`src/rtl/blink_rate_decoder_pkg.sv`:
```
// Shared definitions for the LED blink receive path: rate codes, decoder
// state encoding and the default half-period values. The transmitter's
// counters use the same numbers.
package blink_rate_decoder_pkg;

    // Rate codes, numbered in the order of the switch settings.
    localparam logic [1:0] RATE_100HZ = 2'b00;
    localparam logic [1:0] RATE_50HZ  = 2'b01;
    localparam logic [1:0] RATE_10HZ  = 2'b10;
    localparam logic [1:0] RATE_1HZ   = 2'b11;

    // Nominal half-periods in system clocks at 25 MHz.
    localparam int unsigned DEF_HALF_100HZ = 125000;
    localparam int unsigned DEF_HALF_50HZ  = 250000;
    localparam int unsigned DEF_HALF_10HZ  = 1250000;
    localparam int unsigned DEF_HALF_1HZ   = 12500000;

    // Default acceptance window (+/-12.5%) and idle timeout (1 s).
    localparam int unsigned DEF_TOL_SHIFT = 3;
    localparam int unsigned DEF_TIMEOUT   = 25000000;
    localparam int unsigned DEF_CNT_W     = 32;

    localparam int unsigned NUM_RATES = 4;

    // IDLE: no edge seen yet. ARMED: a reference edge is known.
    // ACQUIRE: one matching interval, candidate class held. LOCKED: two or
    // more consecutive intervals of the same class.
    typedef enum logic [1:0] {
        ST_IDLE    = 2'd0,
        ST_ARMED   = 2'd1,
        ST_ACQUIRE = 2'd2,
        ST_LOCKED  = 2'd3
    } state_t;

    // Maps a table index onto its rate code. Index order equals code order,
    // so the lowest index has priority.
    function automatic logic [1:0] rate_of_index(input int unsigned idx);
        return idx[1:0];
    endfunction

endpackage

```
`src/rtl/blink_edge_sync.sv`:
```
// Brings the asynchronous blink line into the clock domain and flags every
// transition (both polarities) with a single-cycle pulse. The pulse appears
// three clocks after the input changes.
module blink_edge_sync
    import blink_rate_decoder_pkg::*;
(
    input  logic i_clock,
    input  logic i_reset,
    input  logic i_blink,
    output logic o_edge
);

    logic sync_meta;
    logic sync_stable;
    logic blink_dly;
    logic edge_q;

    // Two-flop synchronizer, a delayed copy for comparison and the
    // registered edge pulse.
    always_ff @(posedge i_clock or posedge i_reset) begin
        if (i_reset) begin
            sync_meta   <= 1'b0;
            sync_stable <= 1'b0;
            blink_dly   <= 1'b0;
            edge_q      <= 1'b0;
        end else begin
            sync_meta   <= i_blink;
            sync_stable <= sync_meta;
            blink_dly   <= sync_stable;
            edge_q      <= sync_stable ^ blink_dly;
        end
    end

    assign o_edge = edge_q;

endmodule

```
`src/rtl/blink_rate_decoder.sv`:
```
// Recovers the rate code of an LED blink waveform. The decoder measures the
// clocks between edges and compares each interval against the four nominal
// half-periods. Two consecutive intervals of the same class give lock. A
// silent line drops back to IDLE after TIMEOUT clocks.
module blink_rate_decoder
    import blink_rate_decoder_pkg::*;
#(
    parameter int unsigned HALF_100HZ = DEF_HALF_100HZ,
    parameter int unsigned HALF_50HZ  = DEF_HALF_50HZ,
    parameter int unsigned HALF_10HZ  = DEF_HALF_10HZ,
    parameter int unsigned HALF_1HZ   = DEF_HALF_1HZ,
    parameter int unsigned TOL_SHIFT  = DEF_TOL_SHIFT,
    parameter int unsigned TIMEOUT    = DEF_TIMEOUT,
    parameter int unsigned CNT_W      = DEF_CNT_W
)(
    input  logic       i_clock,
    input  logic       i_reset,
    input  logic       i_blink,
    output logic [1:0] o_rate_code,
    output logic       o_valid,
    output logic       o_active,
    output logic       o_error
);

    localparam logic [CNT_W-1:0] TIMEOUT_C = CNT_W'(TIMEOUT);
    localparam logic [CNT_W-1:0] ONE_C     = CNT_W'(1);

    logic                 edge_pulse;
    logic [CNT_W-1:0]     interval_cnt;
    logic                 timeout_hit;

    logic [CNT_W-1:0]     half_tbl [NUM_RATES];
    logic [NUM_RATES-1:0] class_hit;
    logic                 match_any;
    logic [1:0]           match_code;

    state_t               state_q;
    state_t               state_d;
    logic [1:0]           cand_q;
    logic [1:0]           cand_d;
    logic [1:0]           code_q;
    logic [1:0]           code_d;
    logic                 valid_q;
    logic                 valid_d;
    logic                 active_q;
    logic                 active_d;
    logic                 error_q;
    logic                 error_d;

    blink_edge_sync u_edge_sync (
        .i_clock (i_clock),
        .i_reset (i_reset),
        .i_blink (i_blink),
        .o_edge  (edge_pulse)
    );

    // Interval counter: restarts at 1 on each edge, so its value on the next
    // edge equals the clocks between the two edges. It stops at TIMEOUT so
    // that a long idle line cannot wrap back into a valid window.
    always_ff @(posedge i_clock or posedge i_reset) begin
        if (i_reset) begin
            interval_cnt <= '0;
        end else if (edge_pulse) begin
            interval_cnt <= ONE_C;
        end else if (interval_cnt < TIMEOUT_C) begin
            interval_cnt <= interval_cnt + ONE_C;
        end
    end

    assign timeout_hit = (interval_cnt == TIMEOUT_C);

    // Nominal half-periods indexed by rate code.
    assign half_tbl[0] = CNT_W'(HALF_100HZ);
    assign half_tbl[1] = CNT_W'(HALF_50HZ);
    assign half_tbl[2] = CNT_W'(HALF_10HZ);
    assign half_tbl[3] = CNT_W'(HALF_1HZ);

    // Window comparators. The absolute difference avoids any signed
    // arithmetic, and both operands stay within CNT_W, so nothing wraps.
    for (genvar k = 0; k < NUM_RATES; k++) begin : g_window
        logic [CNT_W-1:0] abs_diff;
        logic [CNT_W-1:0] tolerance;

        assign abs_diff  = (interval_cnt >= half_tbl[k]) ? (interval_cnt - half_tbl[k])
                                                          : (half_tbl[k] - interval_cnt);
        assign tolerance = half_tbl[k] >> TOL_SHIFT;
        assign class_hit[k] = (abs_diff <= tolerance);
    end

    // Priority encode the comparator hits. A descending scan lets the
    // lowest matching code overwrite the others.
    always_comb begin
        match_any  = 1'b0;
        match_code = RATE_100HZ;
        for (int i = NUM_RATES - 1; i >= 0; i--) begin
            if (class_hit[i]) begin
                match_any  = 1'b1;
                match_code = rate_of_index(i);
            end
        end
    end

    // State and output registers. Everything visible outside is registered,
    // so the outputs change one clock after the edge pulse.
    always_ff @(posedge i_clock or posedge i_reset) begin
        if (i_reset) begin
            state_q  <= ST_IDLE;
            cand_q   <= RATE_100HZ;
            code_q   <= RATE_100HZ;
            valid_q  <= 1'b0;
            active_q <= 1'b0;
            error_q  <= 1'b0;
        end else begin
            state_q  <= state_d;
            cand_q   <= cand_d;
            code_q   <= code_d;
            valid_q  <= valid_d;
            active_q <= active_d;
            error_q  <= error_d;
        end
    end

    // Lock FSM. An edge always takes precedence over a timeout in the same
    // cycle. The error flag is a pulse, so it defaults low every cycle.
    always_comb begin
        state_d  = state_q;
        cand_d   = cand_q;
        code_d   = code_q;
        valid_d  = valid_q;
        active_d = active_q;
        error_d  = 1'b0;

        if (edge_pulse) begin
            unique case (state_q)
                ST_IDLE: begin
                    state_d  = ST_ARMED;
                    active_d = 1'b1;
                end
                ST_ARMED: begin
                    if (match_any) begin
                        state_d = ST_ACQUIRE;
                        cand_d  = match_code;
                    end else begin
                        error_d = 1'b1;
                    end
                end
                ST_ACQUIRE: begin
                    if (match_any && (match_code == cand_q)) begin
                        state_d = ST_LOCKED;
                        code_d  = cand_q;
                        valid_d = 1'b1;
                    end else if (match_any) begin
                        cand_d  = match_code;
                    end else begin
                        state_d = ST_ARMED;
                        error_d = 1'b1;
                    end
                end
                ST_LOCKED: begin
                    if (match_any && (match_code == code_q)) begin
                        state_d = ST_LOCKED;
                    end else if (match_any) begin
                        state_d = ST_ACQUIRE;
                        cand_d  = match_code;
                        valid_d = 1'b0;
                    end else begin
                        state_d = ST_ARMED;
                        valid_d = 1'b0;
                        error_d = 1'b1;
                    end
                end
                default: begin
                    state_d = ST_IDLE;
                end
            endcase
        end else if (timeout_hit && (state_q != ST_IDLE)) begin
            state_d  = ST_IDLE;
            valid_d  = 1'b0;
            active_d = 1'b0;
        end
    end

    assign o_rate_code = code_q;
    assign o_valid     = valid_q;
    assign o_active    = active_q;
    assign o_error     = error_q;

endmodule

```
`config.mk`:
```
export PLATFORM = sky130hd
export DESIGN_NAME = blink_rate_decoder
export DESIGN_NICKNAME = d
export VERILOG_FILES = /design/src/rtl/blink_rate_decoder_pkg.sv /design/src/rtl/blink_edge_sync.sv /design/src/rtl/blink_rate_decoder.sv
export SDC_FILE = /design/constraint.sdc
export NUM_CORES = 1
export LEC_CHECK = 0
export BUFFER_PORTS_ARGS = -buffer_cell sky130_fd_sc_hd__buf_2
export CELL_PAD_IN_SITES_DETAIL_PLACEMENT = 1
export CELL_PAD_IN_SITES_GLOBAL_PLACEMENT = 2
export CORE_UTILIZATION = 41
export CTS_CLUSTER_SIZE = 40
export DETAILED_ROUTE_END_ITERATION = 10
export PLACE_DENSITY = 0.85
export SYNTH_ARGS = -nofsm -noshare
export SYNTH_HDL_FRONTEND = slang
export SYNTH_SLANG_ARGS = --single-unit
```
`constraint.sdc`:
```
create_clock -name i_clock -period 9 [get_ports i_clock]
set_clock_uncertainty 0.2 [all_clocks]
set_input_delay 1.8 -clock i_clock [delete_from_list [all_inputs] [get_ports i_clock]]
set_output_delay 1.8 -clock i_clock [all_outputs]
set_load 0.1 [all_outputs]
```
==> results.cfg <==
[cts]
htree_levels = 2
cts_tree = built
clock_sink_count = 45
cts_max_path_buffers = 2
clk_pin_slew_worst_paths_ns = 0.07
cts_resized = 0
cts-root-buf = clkbuf_16
clk_latency_ns = 0.30
postCtsHoldBufs = 0
postCtsSetupRepairBufs = 0
cts_buffers = 5

[detailed_routing]
viasPerCell = 6.91
vias = 8906
drt_wl_total_um = 32600
routedWlPerCell_um = 25.3
drt_iter0_drc = 868
firstDrtPassIters = 5
antenna_left = 0
drc = 0

[yosys]
ys_warn_count = 0
synth_top_area_cell = dfrtp_1
synth_top_cell_area_share_pct = 14.5
ys_seq_area_share_pct = 14.5
synth_enable_flop_cells = 0
synth_area_leaders = dfrtp_1, xnor2_1, a21oi_1
async_flop_share_pct = 100
ys_seq_elements = 45
ys.flop_type = dfrtp_1
syn_nets = 1143
synth_area_um2 = 7760
yosysUniqueCellTypes = 94
syn_inst = 1124
syn_avg_cell_area_um2 = 6.91

[setup_path]
worstSetupStartpointType = register
slowest_stage = nor4_1
worstPathRequired_ns = 8.98
crit_top_cell = a21oi_1
cp_num_buf_inv = 1
path_delay_family = simple AND/OR/NAND/NOR gates
worstSetupEndpointType = register
path_cells = inv_1 -> ha_1 -> nor4bb_1 -> and4_1 -> a21oi_1 -> nand2_1 -> a211oi_1 -> nand3_1 -> or4_1 -> o221a_1 -> nor4_1 -> o21ai_0 -> a21oi_1 -> o22ai_2 -> mux2_1
max_stage_delay_ns = 1.06
arrival_ns = 7.10
crit_type = reg2reg
worstPathMaxFanout = 18

[layout]
nNetsFinal = 1078
seq_area_um2 = 1130
area_delta_synth_final_pct = 2.55
nFillCells = 2332
drive_gt1_share_pct = 6.32
diodes = 0
multi_input_area_um2 = 6060

[sta]
rsz0062_at_grt = false
fmax_mhz = 141
maxSlewHeadroom_pct = 15.8
finalHoldViolCount = 0
maxSlewViolCount = 0
setup_viol = 0
fin_crit_ns = 7.12
layout_setup_ws_ns = 1.88
final.period_utilization_pct = 79.1
worstMarginPinSlew_ns = 1.25
fin_tns_setup_ns = 0

[global_routing]
grtUsageTotal_pct = 33.6
grt_max_degree = 46
antenna_found_initial = 0
grt_first_pass_wirelength_um = 51400
grt_pass1_vias = 8820
grt-ovfl-total = 0

[floorplan]
die_area_um2 = 19500
num_io_pins = 8
chipWidth_um = 140
placementRows = 49
core_um2 = 18300
start_util_pct = 42.5
chipHeight_um = 140

[placement]
portBuffers = 7
dp_hpwl_um = 23900
gp_congestion = 1.02
pre_cts_slack_ns = 2.16

[min_path]
hp-class = reg2reg

[pwr]
irDropWorstVdd_uv = 79.7
p_per_area_nw_per_um2 = 64.2
leakage_nw = 3.08

[job]
max_cap_violations = 0

[status]
status = complete, no violations
-- state kept, by name, indices dropped and copies added, names as in the netlist --
register and flops:
o_valid 1, interval_cnt 32, o_rate_code 2, o_active 1
o_error 1, u_edge_sync.o_edge 1, u_edge_sync.sync_meta 1, u_edge_sync.sync_stable 1
state_q 2, cand_q 2, u_edge_sync.blink_dly 1
-- final timing paths --
path | start | end | slack [ns] | depth (start not counted)
setup reg to reg | interval_cnt[5]$_DFFE_PP0P_ | cand_q[1]$_DFFE_PP0P_ | 1.88 | 15
setup / recovery | interval_cnt[5]$_DFFE_PP0P_ | cand_q[1]$_DFFE_PP0P_ | 1.88 | 15
hold reg to reg | u_edge_sync.sync_meta$_DFF_PP0_ | u_edge_sync.sync_stable$_DFF_PP0_ | 0.15 | 0
max in group asynchronous | i_reset | interval_cnt[31]$_DFFE_PP0P_ | 6.45 | 2
min in group asynchronous | i_reset | interval_cnt[8]$_DFFE_PP0P_ | 1.53 | 2
hold / removal | u_edge_sync.sync_meta$_DFF_PP0_ | u_edge_sync.sync_stable$_DFF_PP0_ | 0.15 | 0
-- Yosys cell counts (all sizes together), types with 5 or more instances --
library cell and instances:
and4 9, xor2 20, o21ai 62, nor4 27, o31ai 13, nand4 29, nand2b 19, nor2b 16
a31oi 18, nand2 97, a22oi 9, a311oi 5, nor2 107, nand3 45, and3 16, or3 18
xnor2 53, or4 16, and2 17, ha 16, o21a 8, buf 46, o211ai 15, a2111oi 9
a21o 10, inv 27, clkbuf 58, a211oi 17, a21boi 8, nor3 51, o2111ai 6, o22ai 12
o31a 5, dfrtp 45, a221oi 8, mux2i 20, a21oi 81, nor3b 5
-- area by class of cell --
class,instances,area share (%)
Clock inverter,3,0.267
Sequential cell,45,14.1
Multi-Input combinational cell,944,76.2
Timing Repair Buffer,32,2.80
Inverter,31,1.46
Tap cell,229,3.60
Clock buffer,5,1.57
-- metal layers --
metal | global-route usage (%) | share of wire (%) | vias up
met2 | 54.2 | 45 | 370
met3 | 3.89 | 6.9 | 87
met5 | 0 | 0 | -
li1 | - | - | 4061
met4 | 15.0 | 4.2 | 0
met1 | 45.0 | 44 | 4388
-- cells in the final DEF (no fill, tap or decap), types with 20 or more instances in the layout --
cell type,synthesis,final
nand3_1,45,45
a21oi_1,81,81
nand2_1,97,97
xor2_1,20,20
xnor2_1,53,53
o21ai_0,59,59
nor2_1,106,106
mux2i_1,20,20
dfrtp_1,45,45
nor4_1,24,24
nor3_1,50,50
nand4_1,29,29
buf_4,2,25
inv_1,27,26
-- stage by stage --
step	instances	hold WS, ns	power, mW	instance area, um^2	utilization (%)
final	1289	0.153	0.511	7960	43.6
after global routing	1289	0.169	0.532	7960	43.6
after CTS	1289	0.156	0.515	7960	43.6
after detailed placement	1281	0.139	0.321	7820	42.8
after global placement	1281	0.138	0.320	7820	42.8
after floorplan	1124	0.131	0.291	7760	-
-- kinds of logic after synthesis --
family          count (synthesis)  share of synthesized area, %
buf+inv                       135                          7.40
compound gates                329                          29.1
flops                          45                          14.5
simple gates                  502                          34.9
xor+xnor                       73                          8.24
fa+ha+maj                      16                          2.58
mux                            24                          3.30
-- power by group --
part	total (mW)	leakage, nW	switching [mW]	internal [mW]
Combinational	0.101	2.41	0.0716	0.0290
Sequential	0.218	0.603	0.00980	0.208
Clock	0.193	0.0702	0.0890	0.104
Total	0.511	3.08	0.170	0.341
(Power assumes the default switching activity.)
